[src/rtl/seq_mult_arb_pkg.sv]
// seq_mult_arb_pkg: shared FSM state encoding and default sizing for seq_mult_arbiter
package seq_mult_arb_pkg;
  localparam int DEF_WIDTH = 8;
  localparam int DEF_MULT_CYCLES = 8;
  typedef enum logic [1:0] {
    S_IDLE = 2'd0,
    S_RUN  = 2'd1,
    S_RESP = 2'd2
  } state_t;
endpackage

[src/rtl/seq_mult_arbiter_rr_arbiter.sv]
// rr_arbiter: combinational round-robin pick of the first request at or after prio_ptr
module rr_arbiter #(
  parameter int NUM_REQ = 4,
  localparam int IDW = $clog2(NUM_REQ)
) (
  input  logic [NUM_REQ-1:0] req,
  input  logic [IDW-1:0]     prio_ptr,
  output logic [NUM_REQ-1:0] grant,
  output logic [IDW-1:0]     grant_id
);
  function automatic logic [IDW-1:0] wrap_idx(input logic [IDW-1:0] base, input int k);
    return IDW'((int'(base) + k) % NUM_REQ);
  endfunction
  // scan from farthest to nearest offset so the nearest requester to prio_ptr wins
  always_comb begin
    grant = '0;
    grant_id = '0;
    for (int k = NUM_REQ - 1; k >= 0; k--) begin
      if (req[wrap_idx(prio_ptr, k)]) begin
        grant = '0;
        grant[wrap_idx(prio_ptr, k)] = 1'b1;
        grant_id = wrap_idx(prio_ptr, k);
      end
    end
  end
endmodule

[src/rtl/seq_mult_arbiter.sv]
// seq_mult_arbiter: round-robin sharing of one sequential multiplier; optional SEQ_MULT_ARB_ZERO_SKIP_EN bypasses zero operands
module seq_mult_arbiter
  import seq_mult_arb_pkg::*;
#(
  parameter int NUM_REQ = 4,
  parameter int WIDTH = DEF_WIDTH,
  parameter int MULT_CYCLES = DEF_MULT_CYCLES,
  localparam int IDW = $clog2(NUM_REQ)
) (
  input  logic                     clk,
  input  logic                     reset,
  input  logic [NUM_REQ-1:0]       req_valid,
  output logic [NUM_REQ-1:0]       req_ready,
  input  logic [NUM_REQ*WIDTH-1:0] req_a,
  input  logic [NUM_REQ*WIDTH-1:0] req_b,
  output logic                     rsp_valid,
  input  logic                     rsp_ready,
  output logic [IDW-1:0]           rsp_id,
  output logic [2*WIDTH-1:0]       rsp_c,
  output logic                     mult_enable,
  output logic [WIDTH-1:0]         mult_a,
  output logic [WIDTH-1:0]         mult_b,
  input  logic [2*WIDTH-1:0]       mult_c
);
  localparam int CW = $clog2(MULT_CYCLES + 1);
  state_t             r_state;
  logic [CW-1:0]      r_cnt;
  logic [IDW-1:0]     r_ptr;
  logic [IDW-1:0]     r_id;
  logic [WIDTH-1:0]   r_a;
  logic [WIDTH-1:0]   r_b;
  logic [2*WIDTH-1:0] r_c;
  logic [NUM_REQ-1:0] w_req;
  logic [NUM_REQ-1:0] w_grant;
  logic [IDW-1:0]     w_gid;
  logic [WIDTH-1:0]   w_a;
  logic [WIDTH-1:0]   w_b;
  logic               w_fire;
  logic               w_last;
  // only offer requests to the arbiter while idle and out of reset
  assign w_req = (r_state == S_IDLE && !reset) ? req_valid : '0;
  rr_arbiter #(.NUM_REQ(NUM_REQ)) u_arb (
    .req      (w_req),
    .prio_ptr (r_ptr),
    .grant    (w_grant),
    .grant_id (w_gid)
  );
  assign w_fire = |w_grant;
  assign w_a = req_a[w_gid*WIDTH +: WIDTH];
  assign w_b = req_b[w_gid*WIDTH +: WIDTH];
  assign w_last = (r_cnt == CW'(MULT_CYCLES - 1));
  assign req_ready = w_grant;
  assign mult_enable = (r_state == S_RUN);
  assign rsp_valid = (r_state == S_RESP);
  assign mult_a = r_a;
  assign mult_b = r_b;
  assign rsp_c = r_c;
  assign rsp_id = r_id;
  // control FSM: accept, run the multiplier for MULT_CYCLES, hold the product until taken
  always_ff @(posedge clk) begin
    if (reset) begin
      r_state <= S_IDLE;
      r_cnt <= '0;
      r_ptr <= '0;
      r_id <= '0;
      r_a <= '0;
      r_b <= '0;
      r_c <= '0;
    end else begin
      case (r_state)
        S_IDLE: begin
          if (w_fire) begin
            r_a <= w_a;
            r_b <= w_b;
            r_id <= w_gid;
            r_cnt <= '0;
`ifdef SEQ_MULT_ARB_ZERO_SKIP_EN
            if (w_a == '0 || w_b == '0) begin
              r_c <= '0;
              r_state <= S_RESP;
            end else begin
              r_state <= S_RUN;
            end
`else
            r_state <= S_RUN;
`endif
          end
        end
        S_RUN: begin
          r_cnt <= r_cnt + 1'b1;
          if (w_last) begin
            r_c <= mult_c;
            r_state <= S_RESP;
          end
        end
        S_RESP: begin
          if (rsp_ready) begin
            r_ptr <= (r_id == IDW'(NUM_REQ - 1)) ? '0 : r_id + 1'b1;
            r_state <= S_IDLE;
          end
        end
        default: r_state <= S_IDLE;
      endcase
    end
  end
endmodule

[config.mk]
export PLATFORM = sky130hd
export DESIGN_NAME = seq_mult_arbiter
export DESIGN_NICKNAME = d
export VERILOG_FILES = /design/src/rtl/seq_mult_arb_pkg.sv /design/src/rtl/seq_mult_arbiter_rr_arbiter.sv /design/src/rtl/seq_mult_arbiter.sv
export SDC_FILE = /design/constraint.sdc
export NUM_CORES = 1
export LEC_CHECK = 0
export BUFFER_PORTS_ARGS = -buffer_cell sky130_fd_sc_hd__clkbuf_2
export CAP_MARGIN = 20
export CORE_MARGIN = 10
export CORE_UTILIZATION = 33
export CTS_CLUSTER_SIZE = 10
export DETAILED_ROUTE_END_ITERATION = 8
export GPL_TIMING_DRIVEN = 0
export HOLD_SLACK_MARGIN = 0.12
export PLACE_DENSITY = 0.62
export SETUP_SLACK_MARGIN = 0.02
export SYNTH_ARGS = -nofsm -noshare
export SYNTH_HDL_FRONTEND = slang
export SYNTH_HIERARCHICAL = 1
export SYNTH_SLANG_ARGS = --single-unit
[constraint.sdc]
create_clock -name clk -period 3.6 [get_ports clk]
set_input_delay 0.18 -clock clk [delete_from_list [all_inputs] [get_ports clk]]
set_output_delay 0.18 -clock clk [all_outputs]
set_load 0.03 [all_outputs]
==> summary by stage <==
Synthesis
The number of flops mapped to enable cells by yosys is 0. The top cell type's share of synthesized area is 0.311. For this run, the register share of the synthesized area comes to 0.311. Summing every instance area after synthesis gives 2700 um^2. The net count after synthesis is 382.

The most area-hungry cell type in the Yosys netlist is sky130_fd_sc_hd__dfxtp_1. The cell count after synthesis came out at 285. Ranked by total cell area, the synthesized netlist is headed by sky130_fd_sc_hd__dfxtp_1, sky130_fd_sc_hd__mux4_2, sky130_fd_sc_hd__o21ai_0. The unique cell type count in the Yosys netlist is 46. Synthesis inferred 42 register bits.

The average instance in the mapped netlist occupies 9.48 um^2. By count the netlist is led by sky130_fd_sc_hd__dfxtp_1, sky130_fd_sc_hd__o21ai_0, sky130_fd_sc_hd__a21oi_1, sky130_fd_sc_hd__nand3_1, sky130_fd_sc_hd__mux4_2. The count of yosys warnings during synthesis is 6. Among all cell types in the netlist, the one instantiated most often is sky130_fd_sc_hd__dfxtp_1. Counting flops with an async set or reset pin after synthesis yields a share of 0.

Among all flip-flop cells after synthesis, the most frequent one is sky130_fd_sc_hd__dfxtp_1.

Power
For this design the static power due to leakage is 1.57 nW. For this design the ratio of total power to cell area is 381 nW/um^2. The highest ir drop seen on vdd is 186 uV.

Global route
The initial antenna violation count was 0. The final global-route overflow total is 0. For this run, the total global-route usage over all layers was measured as 0.138.

Entering global routing, the biggest net connects 14 pins. The via count of the first global-routing pass was 2969. The wire length of the first global-routing pass is 14500 um.

Clock tree
The clock reaches the later pin of the worst-skew pair after 290 ps. The clock tree root buffer cell is sky130_fd_sc_hd__clkbuf_8. The TritonCTS clock tree is done. The number of CTS-inserted buffers is 5. The maximum number of buffers from clock root to sink is 2.

The total clock sinks is 42. After clock tree synthesis, the clock-pin slew on the worst setup and hold paths is 90 ps. The number of H-tree levels is 2.

Critical path
Broken down by cell family, the worst path's largest delay share belongs to simple AND/OR/NAND/NOR gates. For the worst setup path, the data required time is 3760 ps. The biggest cell delay along the critical path is 580 ps. By startpoint and endpoint, the worst setup path is classified as reg2reg. The cell count of the worst reg-to-reg path is 12.

The worst setup path is launched from a flop. The maximum fanout along the worst path is 10. The count of buffering cells on the critical path with inverters included is 2. The slowest library cell on the worst path is sky130_fd_sc_hd__or4_4.

The endpoint identified for the worst register-to-register timing path is mult_b[6]$_SDFFE_PP0P_. The origin of the critical flop-to-flop path is r_state[0]$_SDFFE_PP0P_. The flop-to-flop setup slack is 220 ps.

The critical path goes through or2_1 > nor2_1 > and2_1 > mux4_2 > and2b_2 > a22oi_1 > a31oi_1 > or4_4 > buf_6 > buf_12 > nand3_2 > a21oi_2. The arrival time at the worst endpoint is 3540 ps. The endpoint kind of the worst setup timing path is a flop.

Min path
The cell depth of the worst min-delay path is 3. The path type of the worst min-delay path is in2reg. The startpoint identified for the worst hold timing path is mult_c[9].

The worst hold path endpoint is rsp_c[9]$_SDFFE_PP0P_.

Routing
The remaining antenna violation count after routing is 0. The DRC violation total after the first TritonRoute iteration is 138. The detailed router placed 2810 vias in this run.

The first TritonRoute pass finished after 4 iterations. The average routed wire per standard cell is 16.6 um. After detailed routing, the number of vias per cell comes to 5.29. Wires add up to 8810 um. In the routed design, unresolved DRC markers number 0.

Run
Across the run, the number of max-cap violations was 0.

Place
The worst-case setup slack after placement is 182 ps. The count of placed standard cells including taps is 512. The number of port buffers is 125. The placed wire-length estimate is 6980 um. Routability-driven placement finished with a final weighted congestion of 0.815.

Timing
The measured slew at the worst slew-check pin is 728 ps. Counting I/O delays and the setup requirement, the final critical path takes 3380 ps. The worst clock skew is 8.05 ps.

The top achievable clock speed is 296 MHz. The hold violation total from the final report is 0. Summed over all failing endpoints, the final setup total negative slack is 0 ps.

The number of pins exceeding their max-slew limit in the final report was 0. The total setup violations reported at the end of the flow is 0. Setup repair after global routing left no endpoint under its margin. The worst relative slew slack is 0.515. The worst path setup slack after routing is 219 ps. The post-route fraction of the period consumed by the critical path is 0.939.

Cells and area
Of the cells placed in the final design, the portion with a size suffix greater than 1 is 0.462. The net total in the final layout is 525. Fill cells in the final layout number 784. The layout overhead on the synthesized area is 36.5%. 0 antenna diodes ended up in the layout. The count of cells in the finished layout, fillers not included, comes to 531.

The total area of sequential cells is 842 um^2. The multi-input logic area is 1700 um^2.

Floorplan
The vertical die dimension is 110 um. The effective utilization at floorplan is 0.344. The overall die width is 110 um. The placeable core region is 7850 um^2. The die covers 12200 um^2. For this design the top-level I/O count stands at 127. The site row count is 32.

Outcome
The flow ran to the end, and the final reports show no timing, DRC or antenna violations.
worst min-delay path, cell delays in order:
cell and delay, ps:
sky130_fd_sc_hd__clkbuf_2 90, sky130_fd_sc_hd__nand3_1 50, sky130_fd_sc_hd__a21oi_1 50
power breakdown:
| group | total, mW | internal [mW] | leakage (nW) | switching, mW |
|---|---|---|---|---|
| sequential | 0.519 | 0.499 | 0.342 | 0.0204 |
| clock | 0.369 | 0.204 | 0.0579 | 0.165 |
| combinational | 0.519 | 0.213 | 1.17 | 0.305 |
registers in the layout, summed over array words and instances, names as in the netlist:
name,flops
mult_a,8
mult_b,8
r_cnt,4
r_ptr,2
r_state,2
rsp_c,16
rsp_id,2
worst max path at each step:
stage / cells after the start / end / start / slack (ps)
after floorplan: 12 / mult_a[0]$_SDFFE_PP0P_ / r_ptr[1]$_SDFFE_PP0P_ / 350
after global placement: 12 / mult_a[3]$_SDFFE_PP0P_ / r_state[0]$_SDFFE_PP0P_ / 210
after detailed placement: 11 / mult_b[4]$_SDFFE_PP0P_ / r_ptr[1]$_SDFFE_PP0P_ / 180
after CTS: 11 / mult_b[6]$_SDFFE_PP0P_ / r_ptr[1]$_SDFFE_PP0P_ / 160
after global routing: 12 / mult_b[6]$_SDFFE_PP0P_ / r_state[0]$_SDFFE_PP0P_ / 30
final: 12 / mult_b[6]$_SDFFE_PP0P_ / r_state[0]$_SDFFE_PP0P_ / 220
final cells by class:
type	count	share of cell area
timing repair buffer	136	0.199
sequential	42	0.228
multi-input combinational	213	0.461
clock inverter	3	0.0109
inverter	5	0.00509
buffer	25	0.0417
tap	102	0.0346
clock buffer	5	0.0187
what timing repair did:
| action | in CTS | in global routing |
|---|---|---|
| buffers inserted | 0 | 0 |
| hold endpoints to repair | 10 | 1 |
| gates resized for setup | 0 | 3 |
| setup endpoints to repair | 0 | 20 |
| hold buffers | 10 | 1 |
per-layer routing:
layer | track usage | share of wire | up-vias
li1 | - | - | 1373
met1 | 0.156 | 0.43 | 1331
met2 | 0.236 | 0.48 | 102
met3 | 0.0583 | 0.090 | 4
met4 | 0.0268 | 0.0045 | 0
met5 | 0 | 0 | -
through the flow:
stage                      util  total power, mW  hold slack (ps)  cell area [um^2]
after floorplan               -            0.882              328              2700
after global placement    0.440             1.03              419              3460
after detailed placement  0.440             1.04              423              3460
after CTS                 0.467             1.42              120              3660
after global routing      0.470             1.49              125              3690
final                     0.470             1.41              127              3690
kinds of logic (layout without fill, tap and decap cells):
kind of cell | after synthesis | count (layout) | synth area share
buffers and inverters | 30 | 174 | 0.0639
flip-flops | 42 | 42 | 0.311
adder cells (fa/ha/maj) | 10 | 10 | 0.0463
AND/OR/NAND/NOR | 78 | 78 | 0.181
multiplexers | 25 | 25 | 0.179
AO/OA/AOI/OAI | 100 | 100 | 0.219
placed cells by master, fill, tap and decap left out, types with 4 or more instances in the layout:
cell	n
sky130_fd_sc_hd__nor2_1	8
sky130_fd_sc_hd__dfxtp_1	41
sky130_fd_sc_hd__mux4_2	17
sky130_fd_sc_hd__clkbuf_8	5
sky130_fd_sc_hd__buf_6	4
sky130_fd_sc_hd__a21oi_1	31
sky130_fd_sc_hd__a21oi_2	10
sky130_fd_sc_hd__a31oi_1	4
sky130_fd_sc_hd__and2_1	4
sky130_fd_sc_hd__nand4_1	5
sky130_fd_sc_hd__nand3_2	10
sky130_fd_sc_hd__dlygate4sd3_1	11
sky130_fd_sc_hd__a22oi_1	5
sky130_fd_sc_hd__ha_1	10
sky130_fd_sc_hd__o21ai_0	36
sky130_fd_sc_hd__inv_1	5
sky130_fd_sc_hd__nand3_1	28
sky130_fd_sc_hd__o211ai_1	4
sky130_fd_sc_hd__clkbuf_1	9
sky130_fd_sc_hd__buf_2	10
sky130_fd_sc_hd__clkbuf_2	126
Power figures use the tool's default switching activity.
